### src/rtl/timer_seq_pkg.sv
// Shared types and helpers for the timer phase sequencer.
// State encoding for the sequencer FSM and the phase-index width helper.
package timer_seq_pkg;

    typedef enum logic [1:0] {
        ST_IDLE = 2'd0,
        ST_RUN  = 2'd1,
        ST_DONE = 2'd2
    } state_t;

    // Minimum width 1 so a single-value index still has a port bit.
    function automatic int unsigned CeilLog2(input int unsigned n);
        int unsigned r;
        r = 0;
        for (int unsigned v = n - 1; v != 0; v = v >> 1) begin
            r++;
        end
        if (r == 0) begin
            r = 1;
        end
        return r;
    endfunction

endpackage

### src/rtl/phase_tick_counter.sv
// Modulo-len_q cycle counter; wrap flags the last cycle of a phase while enabled.
module phase_tick_counter
    import timer_seq_pkg::*;
#(
    parameter int unsigned LEN_W = 8
) (
    input  logic             clk,
    input  logic             reset,
    input  logic             clr,
    input  logic             en,
    input  logic [LEN_W-1:0] len_q,
    output logic [LEN_W-1:0] count,
    output logic             wrap
);

    assign wrap = en && (count == (len_q - LEN_W'(1)));

    always_ff @(posedge clk or negedge reset) begin
        if (!reset) begin
            count <= '0;
        end else if (clr) begin
            count <= '0;
        end else if (en) begin
            count <= wrap ? '0 : count + LEN_W'(1);
        end
    end

endmodule

### src/rtl/timer_phase_sequencer.sv
// Runs PHASES phases of len_q cycles each, with boundary ticks and a done pulse.
// Optional pause input enabled by defining TIMER_SEQ_PAUSE_EN.
module timer_phase_sequencer
    import timer_seq_pkg::*;
#(
    parameter  int unsigned PHASES  = 4,
    parameter  int unsigned LEN_W   = 8,
    localparam int unsigned PHASE_W = CeilLog2(PHASES)
) (
    input  logic               clk,
    input  logic               reset,
    input  logic               start,
    input  logic [LEN_W-1:0]   len,
    input  logic               loop_mode,
    input  logic               abort,
`ifdef TIMER_SEQ_PAUSE_EN
    input  logic               hold,
`endif
    output logic               busy,
    output logic [PHASE_W-1:0] phase,
    output logic [LEN_W-1:0]   count,
    output logic               tick,
    output logic               done
);

    localparam logic [PHASE_W-1:0] LAST_PHASE = PHASE_W'(PHASES - 1);

    state_t           state;
    logic [LEN_W-1:0] len_q;
    logic             loop_q;
    logic             hold_eff;
    logic             cnt_clr;
    logic             cnt_en;
    logic             wrap;

`ifdef TIMER_SEQ_PAUSE_EN
    assign hold_eff = hold;
`else
    assign hold_eff = 1'b0;
`endif

    // Counter is held at zero outside RUN and on abort, so abort beats a wrap.
    assign cnt_clr = (state != ST_RUN) || abort;
    assign cnt_en  = (state == ST_RUN) && !abort && !hold_eff;

    phase_tick_counter #(
        .LEN_W(LEN_W)
    ) u_counter (
        .clk   (clk),
        .reset (reset),
        .clr   (cnt_clr),
        .en    (cnt_en),
        .len_q (len_q),
        .count (count),
        .wrap  (wrap)
    );

    always_ff @(posedge clk or negedge reset) begin
        if (!reset) begin
            state  <= ST_IDLE;
            busy   <= 1'b0;
            phase  <= '0;
            tick   <= 1'b0;
            done   <= 1'b0;
            len_q  <= '0;
            loop_q <= 1'b0;
        end else begin
            tick <= 1'b0;
            done <= 1'b0;
            case (state)
                ST_IDLE: begin
                    if (start) begin
                        busy <= 1'b1;
                        if (len != '0) begin
                            len_q  <= len;
                            loop_q <= loop_mode;
                            phase  <= '0;
                            state  <= ST_RUN;
                        end else begin
                            done  <= 1'b1;
                            state <= ST_DONE;
                        end
                    end
                end
                ST_RUN: begin
                    if (abort) begin
                        state <= ST_IDLE;
                        busy  <= 1'b0;
                        phase <= '0;
                    end else if (wrap) begin
                        tick <= 1'b1;
                        if (phase == LAST_PHASE) begin
                            phase <= '0;
                            if (!loop_q) begin
                                done  <= 1'b1;
                                state <= ST_DONE;
                            end
                        end else begin
                            phase <= phase + 1'b1;
                        end
                    end
                end
                ST_DONE: begin
                    state <= ST_IDLE;
                    busy  <= 1'b0;
                end
                default: begin
                    state <= ST_IDLE;
                    busy  <= 1'b0;
                    phase <= '0;
                end
            endcase
        end
    end

endmodule

### config.mk
export PLATFORM = sky130hd
export DESIGN_NAME = timer_phase_sequencer
export DESIGN_NICKNAME = d
export VERILOG_FILES = /design/src/rtl/timer_seq_pkg.sv /design/src/rtl/phase_tick_counter.sv /design/src/rtl/timer_phase_sequencer.sv
export SDC_FILE = /design/constraint.sdc
export NUM_CORES = 1
export LEC_CHECK = 0
export CAP_MARGIN = 20
export CORE_MARGIN = 2
export CORE_UTILIZATION = 56
export DETAILED_ROUTE_END_ITERATION = 10
export HOLD_SLACK_MARGIN = 0.15
export PLACE_DENSITY = 0.89
export SYNTH_ARGS = -nofsm -noshare
export SYNTH_HDL_FRONTEND = slang
export SYNTH_HIERARCHICAL = 1
export SYNTH_SLANG_ARGS = --single-unit
### constraint.sdc
create_clock -name clk -period 4.1 [get_ports clk]
set_clock_uncertainty 0.15 [all_clocks]
set_input_delay 0.615 -clock clk [delete_from_list [all_inputs] [get_ports clk]]
set_output_delay 0.615 -clock clk [all_outputs]
set_load 0.05 [all_outputs]
==> results.md <==
* Status: completed
* Cell Area, Synth at 1500 sq um
* # resized after CTS at 0
* Clock transition at path regs at 0.13 ns
* Place WS at 0.924 ns
* Initial DRC Count at 43
* Hold WS at 0.332 ns
* Global-route wire length before repair at 5520 microns
* Vias in the first global route at 1242
* Post-synth ARST share at 100%
* DP Wirelength at 2340 microns
* Num CTS Buffers at 3
* Final setup viols at 0
* Synthesized netlist cell count at 151
* Worst-Skew Late Latency at 0.32 ns
* Fin. max-slew vios at 0
* DIE HEIGHT at 55.7 microns
* EDFF count, synth at 0
* CORE AREA at 2500 sq um
* CP required at 4.15 ns
* Via density at 6.08
* Overflow after GRT at 0
* Slew headroom at 58.1%
* Ys Warns at 6
* WL/cell at 15.5 microns
* Die area at 3110 sq um
* P&R area growth vs syn at 21.2%
* Least-Margin Pin Slew at 0.628 ns
* Port buffer count at 25
* Row cnt at 18
* Post-Route Setup TNS at 0 ns
* Most frequent cell after synthesis: dfrtp_1
* Reg2reg path depth at 10
* Depth of the CTS H-tree at 1
* Die width at 55.7 microns
* Area leader, netlist: dfrtp_1
* Synth top area share at 40.1%
* Setup slack after layout at 1.25 ns
* Residual DRC count at 0
* R2R Path Start: state[1]
* RD Place Congestion at 0.871
* RSZ-0062 raised after global routing: no
* Hold path start: state[1]
* Vias at 1252
* Hold Crit Class: reg2reg
* Type of the worst setup path: in2reg
* Synth area leaders: dfrtp_1 40%, mux2_2 6.8%, nand2_1 4.3%
* Cell variety after synth at 50
* Final #Nets at 193
* Diodes inserted at 0
* Pwr Density at 364 nW/um^2
* Period utilization at 69.5%
* Static Leak at 0.000764 uW
* Clock root cell: clkbuf_4
* Net count after synthesis at 167
* Fraction of layout cells with a size suffix above 1 at 14.2%
* Tmin final at 2.85 ns
* Avg Cell Area, Syn at 9.93 sq um
* Total wire length at 3190 microns
* Global-route usage over all layers at 21.9%
* Seq/Total Area, Yosys at 40.1%
* CP Capture Type: flip-flop
* Number of max-cap violations at 0
* Synthesized flop and latch total at 24
* Primary FF master, synth: dfrtp_1
* Post-CTS Setup Bufs at 0
* Clk sinks at 24
* Crit-path max FO at 18
* Antenna Violating Nets Remaining at 0
* Most frequent cells after synthesis: 24 x dfrtp_1, 17 x nand2_1, 9 x mux2_2, 8 x inv_1, 8 x nor2_1
* Critical Path Source Type: input port
* Max clock buf depth at 2
* Top achievable clock speed at 0.351 GHz
* Drt pass-1 iters at 4
* Final core occ at 72.7%
* I/O Pins at 26
* Initial Util at 60.0%
* Highest ir drop seen on vdd at 0.283 mV
* Tot Pwr at 661 uW
* Initial antenna violation count at 0
* Hold Path Stages at 1
* Critical Path Start: abort
* Final hold vios at 0
* CTS Hold Buffers Added at 0
* Critical Path AT at 2.89 ns
* Largest net degree at the start of global routing at 25
* CTS tree: done
==> report_power, final <==
| part | leakage, uW | internal (uW) | switching [uW] |
|---|---|---|---|
| combinational | 0.000428 | 89.6 | 97.4 |
| clock | 0.0000279 | 98.8 | 71.6 |
| sequential | 0.000308 | 264 | 39.7 |
==> metrics by stage <==
| stage | cells | area (sq um) |
|---|---|---|
| final | 206 | 1820 |
| after global routing | 206 | 1820 |
| after CTS | 205 | 1800 |
| after detailed placement | 201 | 1750 |
| after global placement | 201 | 1750 |
| after floorplan | 151 | 1500 |
==> per-layer routing <==
metal	track usage [%]	share of wire, %
met2	35.0	48
met3	3.26	4.5
met5	0	0
met4	6.27	0.75
met1	31.0	46
==> critical path: stages <==
cell and delay [ns]:
clkdlybuf4s50_1 0.43, nor2_1 0.22, nand2_1 0.09, buf_4 0.20, inv_1 0.26, nand3_1 0.14, a211oi_2 0.32, o211a_1 0.25
or3_1 0.15, and2_2 0.16, o31ai_1 0.06
==> worst paths after layout <==
check,slack [ns],end
min in group asynchronous,0.35,loop_q
max in group asynchronous,3.03,u_counter/count[1]
setup / recovery,1.25,phase[1]
setup reg to reg,1.54,phase[1]
hold reg to reg,0.33,busy
hold / removal,0.33,busy
==> cell type report <==
type	instances	area, sq um
tap	30	37.5
fill	187	683
clock inverter	1	30.0
multi-input combinational	113	823
clock buffer	3	22.5
inverter	8	30.0
sequential	24	601
timing repair buffer	27	273
==> registers in the layout (all words and copies together), names as in the netlist <==
signal,cells
len_q,8
u_counter/count,8
phase,2
state,2
busy,1
done,1
loop_q,1
tick,1
==> layout by cell type, fill, tap and decap left out, types with 2 or more instances in the layout <==
cell	instances
a21oi_1	3
and3b_1	2
clkbuf_4	3
clkdlybuf4s50_1	25
dfrtp_1	24
ha_1	3
inv_1	8
mux2_2	9
nand2_1	17
nand2b_1	5
nand3_1	7
nand4_1	3
nor2_1	8
nor3_1	3
nor3b_1	3
nor4_1	2
nor4b_1	2
nor4bb_1	2
o21ai_0	5
o21bai_1	2
o31ai_1	2
o32ai_1	2
xnor2_1	4
xor2_1	3
==> logic make-up (layout without fill, tap and decap cells) <==
group,count (synthesis),after routing,share of synthesized area (%)
DFF,24,24,40.1
muxes,9,9,6.76
buffers and inverters,14,39,5.01
adders and majority gates,3,3,2.50
AOI/OAI and AO/OA,29,29,16.7
and+or+nand+nor,65,65,24.9
xor gates and xnor gates,7,7,4.09
(Power assumes the default switching activity.)
